===== src/rtl/esfa_op_scheduler_if.sv =====
// Requester, response and core-side signal bundle for esfa_op_scheduler.
// The master modport is the requester/core side, the slave modport is the scheduler.
interface esfa_op_scheduler_if #(
    parameter int NUM_REQ = 2
);
    logic [NUM_REQ-1:0]    reqValid;
    logic [NUM_REQ*32-1:0] reqData;
    logic [NUM_REQ*2-1:0]  reqCtrl;
    logic [NUM_REQ-1:0]    reqReady;
    logic                  rspValid;
    logic [1:0]            rspId;
    logic                  rspBool;
    logic [7:0]            rspValue;
    logic                  rspAck;
    logic [7:0]            coreIndex;
    logic [7:0]            coreValue;
    logic [7:0]            coreMetadata;
    logic                  coreIsMetadata;
    logic [7:0]            coreSelector;
    logic                  coreResultBool;
    logic [7:0]            coreResultValue;
    logic [23:0]           rspCycles;

    modport master (
        output reqValid, reqData, reqCtrl, rspAck, coreResultBool, coreResultValue,
        input  reqReady, rspValid, rspId, rspBool, rspValue,
               coreIndex, coreValue, coreMetadata, coreIsMetadata, coreSelector, rspCycles
    );

    modport slave (
        input  reqValid, reqData, reqCtrl, rspAck, coreResultBool, coreResultValue,
        output reqReady, rspValid, rspId, rspBool, rspValue,
               coreIndex, coreValue, coreMetadata, coreIsMetadata, coreSelector, rspCycles
    );
endinterface


===== src/rtl/esfa_op_scheduler.sv =====
// Round-robin scheduler sharing one ESFADesign core: grant, selector hold, settle, capture, respond.
// Optional busy-cycle counter on rspCycles enabled by defining ESFA_SCHED_CYCLE_COUNT_EN.
module esfa_op_scheduler #(
    parameter int         NUM_REQ       = 2,
    parameter int         HOLD_CYCLES   = 2,
    parameter int         SETTLE_CYCLES = 3,
    parameter logic [7:0] IDLE_SEL      = 8'd8
) (
    input  logic              masterClock,
    input  logic              reset,
    esfa_op_scheduler_if.slave bus
);
    localparam int CNT_MAX = (HOLD_CYCLES > SETTLE_CYCLES) ? HOLD_CYCLES : SETTLE_CYCLES;
    localparam int CNT_W   = (CNT_MAX > 1) ? $clog2(CNT_MAX) : 1;
    localparam logic [CNT_W-1:0] HOLD_LOAD   = CNT_W'(HOLD_CYCLES - 1);
    localparam logic [CNT_W-1:0] SETTLE_LOAD = CNT_W'(SETTLE_CYCLES - 1);

    typedef enum logic [1:0] {
        S_IDLE    = 2'd0,
        S_HOLD    = 2'd1,
        S_SETTLE  = 2'd2,
        S_RESPOND = 2'd3
    } state_t;

    state_t               r_state;
    logic [CNT_W-1:0]     r_cnt;
    logic [1:0]           r_last;
    logic                 r_is_mut;
    logic [NUM_REQ-1:0]   r_req_ready;
    logic                 r_rsp_valid;
    logic [1:0]           r_rsp_id;
    logic                 r_rsp_bool;
    logic [7:0]           r_rsp_value;
    logic [7:0]           r_core_index;
    logic [7:0]           r_core_value;
    logic [7:0]           r_core_meta;
    logic                 r_core_is_meta;
    logic [7:0]           r_core_sel;

    logic [3:0]           w_valid_pad;
    logic [127:0]         w_data_pad;
    logic [7:0]           w_ctrl_pad;
    logic                 w_gnt_any;
    logic [1:0]           w_gnt_idx;
    logic [31:0]          w_gnt_data;
    logic [1:0]           w_gnt_ctrl;

    // Padding to four requesters keeps every index a fixed 2-bit value.
    assign w_valid_pad = 4'(bus.reqValid);
    assign w_data_pad  = 128'(bus.reqData);
    assign w_ctrl_pad  = 8'(bus.reqCtrl);

    function automatic logic [1:0] rr_idx(input logic [1:0] last, input int k);
        int s;
        s = int'(last) + k;
        if (s >= NUM_REQ) s = s - NUM_REQ;
        return s[1:0];
    endfunction

    always_comb begin
        w_gnt_any = 1'b0;
        w_gnt_idx = 2'd0;
        for (int k = 1; k <= NUM_REQ; k++) begin
            if (!w_gnt_any && w_valid_pad[rr_idx(r_last, k)]) begin
                w_gnt_any = 1'b1;
                w_gnt_idx = rr_idx(r_last, k);
            end
        end
    end

    assign w_gnt_data = w_data_pad[w_gnt_idx*32 +: 32];
    assign w_gnt_ctrl = w_ctrl_pad[w_gnt_idx*2 +: 2];

    always_ff @(posedge masterClock or negedge reset) begin
        if (!reset) begin
            r_state        <= S_IDLE;
            r_cnt          <= '0;
            r_last         <= 2'(NUM_REQ - 1);
            r_is_mut       <= 1'b0;
            r_req_ready    <= '0;
            r_rsp_valid    <= 1'b0;
            r_rsp_id       <= 2'd0;
            r_rsp_bool     <= 1'b0;
            r_rsp_value    <= 8'd0;
            r_core_index   <= 8'd0;
            r_core_value   <= 8'd0;
            r_core_meta    <= 8'd0;
            r_core_is_meta <= 1'b0;
            r_core_sel     <= IDLE_SEL;
        end else begin
            r_req_ready <= '0;
            case (r_state)
                S_IDLE: begin
                    if (w_gnt_any) begin
                        r_req_ready    <= NUM_REQ'(1) << w_gnt_idx;
                        r_core_index   <= w_gnt_data[7:0];
                        r_core_value   <= w_gnt_data[15:8];
                        r_core_meta    <= w_gnt_data[23:16];
                        r_core_is_meta <= w_gnt_ctrl[1];
                        r_is_mut       <= w_gnt_ctrl[0];
                        r_last         <= w_gnt_idx;
                        r_rsp_id       <= w_gnt_idx;
                        if (w_gnt_ctrl[0]) begin
                            r_core_sel <= w_gnt_data[31:24];
                            r_cnt      <= HOLD_LOAD;
                            r_state    <= S_HOLD;
                        end else begin
                            r_cnt      <= SETTLE_LOAD;
                            r_state    <= S_SETTLE;
                        end
                    end
                end
                S_HOLD: begin
                    if (r_cnt == '0) begin
                        r_core_sel <= IDLE_SEL;
                        r_cnt      <= SETTLE_LOAD;
                        r_state    <= S_SETTLE;
                    end else begin
                        r_cnt <= r_cnt - 1'b1;
                    end
                end
                S_SETTLE: begin
                    if (r_cnt == '0) begin
                        r_rsp_valid <= 1'b1;
                        r_rsp_bool  <= r_is_mut ? 1'b1 : bus.coreResultBool;
                        r_rsp_value <= r_is_mut ? 8'd0 : bus.coreResultValue;
                        r_state     <= S_RESPOND;
                    end else begin
                        r_cnt <= r_cnt - 1'b1;
                    end
                end
                S_RESPOND: begin
                    if (bus.rspAck) begin
                        r_rsp_valid <= 1'b0;
                        r_state     <= S_IDLE;
                    end
                end
                default: r_state <= S_IDLE;
            endcase
        end
    end

`ifdef ESFA_SCHED_CYCLE_COUNT_EN
    logic [23:0] r_cyc;
    logic [23:0] r_rsp_cycles;

    function automatic logic [23:0] sat_inc(input logic [23:0] v);
        return (v == 24'hFFFFFF) ? v : v + 24'd1;
    endfunction

    always_ff @(posedge masterClock or negedge reset) begin
        if (!reset) begin
            r_cyc        <= 24'd0;
            r_rsp_cycles <= 24'd0;
        end else begin
            if (r_state == S_IDLE && w_gnt_any)
                r_cyc <= 24'd0;
            else if (r_state == S_HOLD || r_state == S_SETTLE)
                r_cyc <= sat_inc(r_cyc);
            if (r_state == S_SETTLE && r_cnt == '0)
                r_rsp_cycles <= sat_inc(r_cyc);
        end
    end

    assign bus.rspCycles = r_rsp_cycles;
`else
    assign bus.rspCycles = 24'h0;
`endif

    assign bus.reqReady       = r_req_ready;
    assign bus.rspValid       = r_rsp_valid;
    assign bus.rspId          = r_rsp_id;
    assign bus.rspBool        = r_rsp_bool;
    assign bus.rspValue       = r_rsp_value;
    assign bus.coreIndex      = r_core_index;
    assign bus.coreValue      = r_core_value;
    assign bus.coreMetadata   = r_core_meta;
    assign bus.coreIsMetadata = r_core_is_meta;
    assign bus.coreSelector   = r_core_sel;
endmodule


===== src/flat_wrapper.sv =====
// flat-port wrapper written by rule: the top's interface ports become plain ports
module esfa_op_scheduler_flat 
#(
    parameter int         NUM_REQ       = 2,
    parameter int         HOLD_CYCLES   = 2,
    parameter int         SETTLE_CYCLES = 3,
    parameter logic [7:0] IDLE_SEL      = 8'd8
)
  (masterClock, reset, bus_reqValid, bus_reqData, bus_reqCtrl, bus_rspAck, bus_coreResultBool, bus_coreResultValue, bus_reqReady, bus_rspValid, bus_rspId, bus_rspBool, bus_rspValue, bus_coreIndex, bus_coreValue, bus_coreMetadata, bus_coreIsMetadata, bus_coreSelector, bus_rspCycles);
  esfa_op_scheduler_if #(.NUM_REQ(NUM_REQ)) bus_i ();
  input  logic masterClock;
  input  logic reset;
  input wire logic [$bits(bus_i.reqValid)-1:0] bus_reqValid;
  input wire logic [$bits(bus_i.reqData)-1:0] bus_reqData;
  input wire logic [$bits(bus_i.reqCtrl)-1:0] bus_reqCtrl;
  input wire logic [$bits(bus_i.rspAck)-1:0] bus_rspAck;
  input wire logic [$bits(bus_i.coreResultBool)-1:0] bus_coreResultBool;
  input wire logic [$bits(bus_i.coreResultValue)-1:0] bus_coreResultValue;
  output wire logic [$bits(bus_i.reqReady)-1:0] bus_reqReady;
  output wire logic [$bits(bus_i.rspValid)-1:0] bus_rspValid;
  output wire logic [$bits(bus_i.rspId)-1:0] bus_rspId;
  output wire logic [$bits(bus_i.rspBool)-1:0] bus_rspBool;
  output wire logic [$bits(bus_i.rspValue)-1:0] bus_rspValue;
  output wire logic [$bits(bus_i.coreIndex)-1:0] bus_coreIndex;
  output wire logic [$bits(bus_i.coreValue)-1:0] bus_coreValue;
  output wire logic [$bits(bus_i.coreMetadata)-1:0] bus_coreMetadata;
  output wire logic [$bits(bus_i.coreIsMetadata)-1:0] bus_coreIsMetadata;
  output wire logic [$bits(bus_i.coreSelector)-1:0] bus_coreSelector;
  output wire logic [$bits(bus_i.rspCycles)-1:0] bus_rspCycles;
  assign bus_i.reqValid = bus_reqValid;
  assign bus_i.reqData = bus_reqData;
  assign bus_i.reqCtrl = bus_reqCtrl;
  assign bus_i.rspAck = bus_rspAck;
  assign bus_i.coreResultBool = bus_coreResultBool;
  assign bus_i.coreResultValue = bus_coreResultValue;
  assign bus_reqReady = bus_i.reqReady;
  assign bus_rspValid = bus_i.rspValid;
  assign bus_rspId = bus_i.rspId;
  assign bus_rspBool = bus_i.rspBool;
  assign bus_rspValue = bus_i.rspValue;
  assign bus_coreIndex = bus_i.coreIndex;
  assign bus_coreValue = bus_i.coreValue;
  assign bus_coreMetadata = bus_i.coreMetadata;
  assign bus_coreIsMetadata = bus_i.coreIsMetadata;
  assign bus_coreSelector = bus_i.coreSelector;
  assign bus_rspCycles = bus_i.rspCycles;
  esfa_op_scheduler #(.NUM_REQ(NUM_REQ), .HOLD_CYCLES(HOLD_CYCLES), .SETTLE_CYCLES(SETTLE_CYCLES), .IDLE_SEL(IDLE_SEL)) u_core (.masterClock(masterClock), .reset(reset), .bus(bus_i));
endmodule

===== config.mk =====
export PLATFORM = sky130hd
export DESIGN_NAME = esfa_op_scheduler_flat
export DESIGN_NICKNAME = d
export VERILOG_FILES = /design/src/rtl/esfa_op_scheduler_if.sv /design/src/rtl/esfa_op_scheduler.sv /design/src/flat_wrapper.sv
export SDC_FILE = /design/constraint.sdc
export NUM_CORES = 1
export LEC_CHECK = 0
export CAP_MARGIN = 10
export CORE_UTILIZATION = 38
export CTS_BUF_LIST = sky130_fd_sc_hd__clkbuf_4 sky130_fd_sc_hd__clkbuf_8 sky130_fd_sc_hd__clkbuf_16
export DETAILED_ROUTE_END_ITERATION = 10
export GPL_ROUTABILITY_DRIVEN = 0
export PLACE_DENSITY = 0.8
export SKIP_LAST_GASP = 1
export SLEW_MARGIN = 20
export SYNTH_ARGS = -nofsm -noshare
export SYNTH_HDL_FRONTEND = slang
export SYNTH_SLANG_ARGS = --single-unit
export TNS_END_PERCENT = 10

===== constraint.sdc =====
create_clock -name masterClock -period 2.4 [get_ports masterClock]
set_input_delay 0.36 -clock masterClock [delete_from_list [all_inputs] [get_ports masterClock]]
set_output_delay 0.36 -clock masterClock [all_outputs]
set_load 0.05 [all_outputs]

==> results of run 1 <==
flip-flops by register name, indices dropped and copies added, names as in the netlist:
register	flops
u_core.bus.reqReady	2
u_core.bus.rspBool	1
u_core.bus.coreSelector	8
u_core.bus.coreValue	8
u_core.r_is_mut	1
u_core.bus.rspId	2
u_core.bus.coreIsMetadata	1
u_core.bus.coreIndex	8
u_core.bus.rspValue	8
u_core.r_state	2
u_core.bus.coreMetadata	8
u_core.r_cnt	2
u_core.bus.rspValid	1
u_core.r_last	1
logic make-up (layout without fill, tap and decap cells):
family	after synthesis	in the layout	synth area share [%]
buf+inv	69	176	13.5
simple gates	39	39	7.57
fa+ha+maj	8	8	3.76
other cells	1	24	0.141
compound gates	58	58	19.3
flops	53	53	50.0
mux	14	14	5.79
worst max-delay path by stage:
stage / endpoint / cells after the start / from / slack, ps
2_1_floorplan: u_core.r_cnt[0] / 6 / u_core.r_state[0] / 560
3_3_place_gp: u_core.bus.coreSelector[4] / 5 / bus_reqValid[1] / 220
3_5_place_dp: u_core.bus.coreSelector[5] / 5 / bus_reqValid[1] / 180
4_1_cts: u_core.r_cnt[0] / 6 / u_core.r_state[1] / 340
5_1_grt: u_core.r_cnt[1] / 6 / u_core.r_state[1] / 220
6_report: u_core.r_cnt[0] / 6 / u_core.r_state[1] / 360
per-stage QoR:
stage	instance area (um2)	worst slack, ps	util, %	power [uW]	hold slack [ps]
after global placement	3980	216	58.5	5060	397
after floorplan	2750	559	-	3990	64.4
after detailed placement	3980	183	58.5	5140	403
after CTS	4100	343	60.3	5790	64.7
final	4100	357	60.3	5750	52.4
after global routing	4100	215	60.3	6100	87.3
power by group through the flow:
stage	clock network, uW	logic (uW)	registers, uW
floorplan	0	1250	2750
global placement	0	3500	1560
detailed placement	0	3560	1580
CTS	653	3580	1560
global route	689	3790	1620
finish	634	3550	1560
routing by layer:
layer	GRT usage, %	wire [um]
met1	21.9	2620
met2	31.7	3340
met3	5.29	473
met4	5.30	98
met5	0	0
cell usage after synthesis, types with 2 or more instances:
master    count  area share, %
nor3_1        2           0.38
buf_2         5           0.94
nor2_1        4           0.56
mux2_2       10            4.2
nand2b_1     10            2.4
mux2i_1       3            1.1
buf_4        25            7.1
a222oi_1     25            9.4
nand2_1      14            2.0
dfstp_2       2            2.0
dfrtp_1      51             48
buf_1         2           0.28
a32o_1        7            2.6
and3_1        2           0.47
a21o_1        2           0.56
a21oi_1       2           0.38
clkbuf_1      4           0.56
o21ai_0      11            2.1
ha_1          8            3.8
o22ai_1       2           0.47
inv_1        33            4.7
area by class of cell:
type                       count  share of cell area (%)
tap                           96                    2.93
inverter                      33                    3.02
sequential                    53                    32.4
multi-input combinational    143                    25.9
clock buffer                   6                    2.02
timing repair buffer         135                    32.7
clock inverter                 2                   0.916
worst max-delay path: stages (launching register included):
cell and delay, ps:
dfrtp_1 430, inv_1 130, ha_1 280, inv_1 150, or3_1 460, nand3b_1 150
mux2_2 340
==> out/metrics.csv, run 1 <==
stage,metric,value,unit
routing,DR iter-0 viols,226,
power,PwrDens,1400,nW/um2
worst_setup_path,R2R depth,6,
sta,Setup-failing EPs final,0,
worst_setup_path,R2R Path End,u_core.r_cnt[0],
floorplan,Core Area,6790,um2
worst_setup_path,WP data required,2600,ps
synth,Synth Flop Type,dfrtp_1,
floorplan,die area,7340,um2
routing,routed via count,2338,
layout,Ant. Diodes,0,
sta,RSZ-0062 raised after global routing,no,
synth,synthesis warning total,0,
power,switching pwr,2760,uW
worst_setup_path,Setup crit end kind,flip-flop,
clock_tree,CTS tree,done,
routing,Routed Wire Length,6.54,mm
clock_tree,Num CTS Buffers,5,
synth,Post-Syn Instances,242,
routing,average vias per placed instance,5.00,
power,sw frac,48.1,%
routing,drt pass-1 iters,7,
sta,"Hold Vio Cnt, Final",0,
worst_setup_path,largest fanout on the critical path,5,
floorplan,number of cell rows,30,
floorplan,Top-Level Pins,153,
worst_setup_path,worst r2r src,u_core.r_state[1],
worst_setup_path,slack of the worst reg-to-reg path,360,ps
placed_design,Cells after DPL,460,
synth,Async SR Flop Fraction,100,%
clock_tree,Post-CTS Resized,0,
floorplan,initial core utilization,39.2,%
sta,setup TNS,0,ps
global_routing,largest net degree at the start of global routing,29,
global_routing,number of global-route vias before repair,2298,
run,max-cap violations,0,
worst_setup_path,critical path type,reg2reg,
floorplan,die width,85.7,um
clock_tree,clock-pin slew on the worst setup and hold paths,100,ps
sta,Rel. slew slack,60.4,%
clock_tree,Setup Buffers After CTS,0,
power,sequential share of power,27.2,%
layout,# nets final,461,
sta,period utilisation layout,85.1,%
clock_tree,Clock Tree Root,clkbuf_8,
layout,Fillers,592,
synth,synth unique cells,39,
layout,share of cells above drive strength 1,9.68,%
status,status,finished clean,
synth,#FFs+latches synth,53,
layout,"commonest non-fill, non-tap cell in the layout",clkdlybuf4s50_1,
synth,"Seq/Total Area, Yosys",50.0,%
clock_tree,clock latency on the worst-skew pair,300,ps
power,Gate power share,61.8,%
clock_tree,H-tree Lvls,2,
clock_tree,clk sinks,53,
sta,Slew Limit Fails,0,
power,Lkg Pwr,0.00188,uW
routing,drt drc,0,
clock_tree,Max Root-Sink Buffers,2,
routing,drt wl/cell,14.0,um
synth,Syn Std Cell Area,2660,um2
routing,Antenna Nets Post-Route,0,
min_path,Hold/Removal Path Class,in2async,
sta,worst-margin pin slew,593,ps
clock_tree,CTS Hold Bufs,0,
global_routing,Overflow after GRT,0,
worst_setup_path,Worst Path Arrival,2240,ps
floorplan,Die Y,85.7,um
global_routing,initial antenna violation count,0,
power,peak supply drop,0.716,mV
layout,flip-flop and latch area,1330,um2
placed_design,DP Wirelength,4.92,mm
worst_setup_path,CP startpoint kind,flip-flop,
sta,crit path time final,2040,ps
layout,combined area of the multi-input logic cells,1060,um2
global_routing,first-pass GRT wire length,10.7,mm
layout,P&R area growth vs syn,54.0,%
sta,fmax,489,MHz
synth,Post-synth EDFFs,0,
placed_design,PortBufs,128,
layout,fin cells,468,
power,Int Pwr,2990,uW
global_routing,global-route usage over all layers,18.2,%
synth,Syn Area/Cell,11.0,um2
power,Clk network pwr share,11.0,%
sta,clock skew,4.17,ps
layout,"commonest non-fill, non-tap cells in the layout","127 x clkdlybuf4s50_1, 51 x dfrtp_1, 33 x inv_1, 25 x a222oi_1, 24 x conb_1",
Note: power is estimated with default switching activity, not from simulation.
==> inputs of run 2 (changes only) <==
--- a/config.mk
+++ b/config.mk
@@ -6,11 +6,11 @@
 export NUM_CORES = 1
 export LEC_CHECK = 0
 export CAP_MARGIN = 10
-export CORE_UTILIZATION = 38
+export CORE_UTILIZATION = 35
 export CTS_BUF_LIST = sky130_fd_sc_hd__clkbuf_4 sky130_fd_sc_hd__clkbuf_8 sky130_fd_sc_hd__clkbuf_16
 export DETAILED_ROUTE_END_ITERATION = 10
 export GPL_ROUTABILITY_DRIVEN = 0
-export PLACE_DENSITY = 0.8
+export PLACE_DENSITY = 0.78
 export SKIP_LAST_GASP = 1
 export SLEW_MARGIN = 20
 export SYNTH_ARGS = -nofsm -noshare
==> constraint.sdc (replaced) <==
create_clock -name masterClock -period 1.8 [get_ports masterClock]
set_input_delay 0.27 -clock masterClock [delete_from_list [all_inputs] [get_ports masterClock]]
set_output_delay 0.27 -clock masterClock [all_outputs]
set_load 0.05 [all_outputs]
==> run 2 against run 1 <==
Net effect: largest power group unchanged; clock power is 3% higher; critical path type is now reg2out; global-route usage is 0.55 points lower; clock skew is 5.1 ps higher.
==> out/metrics.csv, run 2 (synthesized netlist as in run 1, its figures left out) <==
stage,metric,value,unit
routing,drt wl/cell,14.2,um
clock_tree,Clock Tree Root,clkbuf_8,
sta,RSZ-0062 raised after global routing,yes,
global_routing,first-pass GRT wire length,10.7,mm
power,Gate power share,64.6,%
worst_setup_path,Crit. Startpoint,u_core.bus.coreIndex[3],
power,Final Power,7720,uW
clock_tree,H-tree Lvls,2,
power,peak supply drop,1.20,mV
floorplan,initial core utilization,36.5,%
worst_setup_path,R2R depth,4,
min_path,Hold/Removal Path Class,in2async,
sta,clock skew,9.23,ps
global_routing,global-route usage over all layers,17.7,%
run,max-cap violations,0,
routing,average vias per placed instance,4.87,
worst_setup_path,CP max-delay cell,clkdlybuf4s50_1,
floorplan,die width,89.2,um
power,sw frac,48.5,%
sta,period utilisation layout,98.2,%
floorplan,Die Y,89.2,um
routing,drt drc,0,
clock_tree,clock-pin slew on the worst setup and hold paths,90,ps
layout,flip-flop and latch area,1330,um2
layout,Fillers,622,
clock_tree,clock latency on the worst-skew pair,310,ps
worst_setup_path,critical path type,reg2out,
worst_setup_path,CP Depth,1,
power,PwrDens,1830,nW/um2
routing,DR iter-0 viols,191,
placed_design,Post-Place Setup Slack,-381,ps
sta,Rel. slew slack,65.1,%
worst_setup_path,WP data required,1530,ps
global_routing,number of global-route vias before repair,2312,
layout,share of cells above drive strength 1,17.0,%
sta,worst-margin pin slew,521,ps
global_routing,initial antenna violation count,0,
routing,Routed Wire Length,6.92,mm
worst_setup_path,kind of cell adding the most delay to the critical path,buffers and inverters,
layout,combined area of the multi-input logic cells,1090,um2
layout,Ant. Diodes,0,
floorplan,Core Area,7290,um2
layout,Util after Layout,58.0,%
layout,P&R area growth vs syn,59.0,%
power,Int Pwr,3980,uW
worst_setup_path,worst r2r src,u_core.bus.rspId[1],
routing,Antenna Nets Post-Route,0,
routing,routed via count,2374,
sta,Setup-failing EPs final,0,
routing,drt pass-1 iters,6,
sta,fmax,565,MHz
worst_setup_path,CP startpoint kind,flip-flop,
layout,fin cells,487,
layout,"commonest non-fill, non-tap cells in the layout","119 x clkdlybuf4s50_1, 51 x dfrtp_1, 30 x inv_1, 26 x buf_4, 25 x a222oi_1",
worst_setup_path,largest fanout on the critical path,2,
worst_setup_path,Worst Path Arrival,1500,ps
clock_tree,Max Root-Sink Buffers,2,
sta,Slew Limit Fails,0,
power,switching pwr,3740,uW
sta,crit path time final,1770,ps
clock_tree,CTS tree,done,
layout,# nets final,477,
placed_design,PortBufs,128,
worst_setup_path,slack of the worst reg-to-reg path,70,ps
sta,fin worst setup slack,31.6,ps
worst_setup_path,Setup crit end kind,output port,
floorplan,number of cell rows,31,
sta,"Hold Vio Cnt, Final",0,
layout,"commonest non-fill, non-tap cell in the layout",clkdlybuf4s50_1,
status,status,finished clean,
worst_setup_path,R2R Path End,u_core.bus.coreSelector[0],
clock_tree,clk sinks,53,
clock_tree,Num CTS Buffers,5,
worst_setup_path,Max stage delay on crit path,810,ps
power,sequential share of power,27.0,%
power,Clk network pwr share,8.4,%
global_routing,Overflow after GRT,0,
worst_setup_path,crit-path cells,clkdlybuf4s50_1,
floorplan,die area,7950,um2
worst_setup_path,crit path capture,bus_coreIndex[3],
power,Lkg Pwr,0.00198,uW
floorplan,Top-Level Pins,153,
global_routing,largest net degree at the start of global routing,29,
worst_setup_path,"Buf+Inv Stages, Crit Path",1,
placed_design,DP Wirelength,5.31,mm
placed_design,Cells after DPL,477,
## run 2: layer usage
layer,up-vias,share of wire (%),GRT usage [%],wire [um]
li1,1112,-,-,-
met1,1122,41,20.6,2810
met2,133,49,30.5,3360
met3,7,9.7,6.28,669
met4,0,1.2,5.48,83
met5,-,0,0,0
## run 2: area by class of cell
| cell class | count | area share, % |
|---|---|---|
| Sequential cell | 53 | 31.4 |
| Clock buffer | 6 | 1.80 |
| Inverter | 33 | 2.93 |
| Clock inverter | 2 | 0.237 |
| Tap cell | 99 | 2.93 |
| Multi-Input combinational cell | 143 | 25.9 |
| Timing Repair Buffer | 151 | 34.8 |
## run 2: power groups by stage
| stage | registers [uW] | clock network (uW) | logic, uW |
|---|---|---|---|
| final | 2090 | 651 | 4980 |
| after global placement | 2080 | 0 | 4830 |
| after detailed placement | 2100 | 0 | 4950 |
| after global routing | 2150 | 736 | 5330 |
| after floorplan | 3660 | 0 | 1670 |
| after CTS | 2090 | 685 | 4970 |
## run 2: how the worst min path moves through the flow
| stage | from | end | slack [ps] | depth (start not counted) |
|---|---|---|---|---|
| 6_report | reset | u_core.bus.rspId[1] | 450 | 2 |
| 5_1_grt | reset | u_core.bus.coreMetadata[3] | 470 | 2 |
| 4_1_cts | reset | u_core.bus.coreMetadata[3] | 460 | 2 |
| 3_5_place_dp | reset | u_core.bus.rspValue[7] | 240 | 1 |
| 3_3_place_gp | reset | u_core.bus.rspValue[7] | 240 | 1 |
| 2_1_floorplan | reset | u_core.bus.coreIndex[0] | -30 | 0 |
## run 2: metrics by stage
stage / hold slack [ps] / TNS (ps) / cell area, um2
6_report: 454 / 0 / 4230
2_1_floorplan: -25.6 / 0 / 2750
5_1_grt: 473 / -368 / 4230
4_1_cts: 457 / 0 / 4200
3_5_place_dp: 244 / -7090 / 4100
3_3_place_gp: 245 / -5400 / 4100
## run 2: timing repair
item / CTS / global route
setup endpoints to repair: 8 / 35
endpoints found under the hold margin: 16 / 0
setup buffers: 0 / 1
hold buffers: 1 / 0
resized for setup: 1 / 7
pin swaps: 0 / 3
## run 2: worst reg2reg max path, stage by stage, from the launching register on
cell and delay [ps]:
dfrtp_1 430, or3b_1 430, a32oi_4 330, nand2_2 180, a32o_1 260
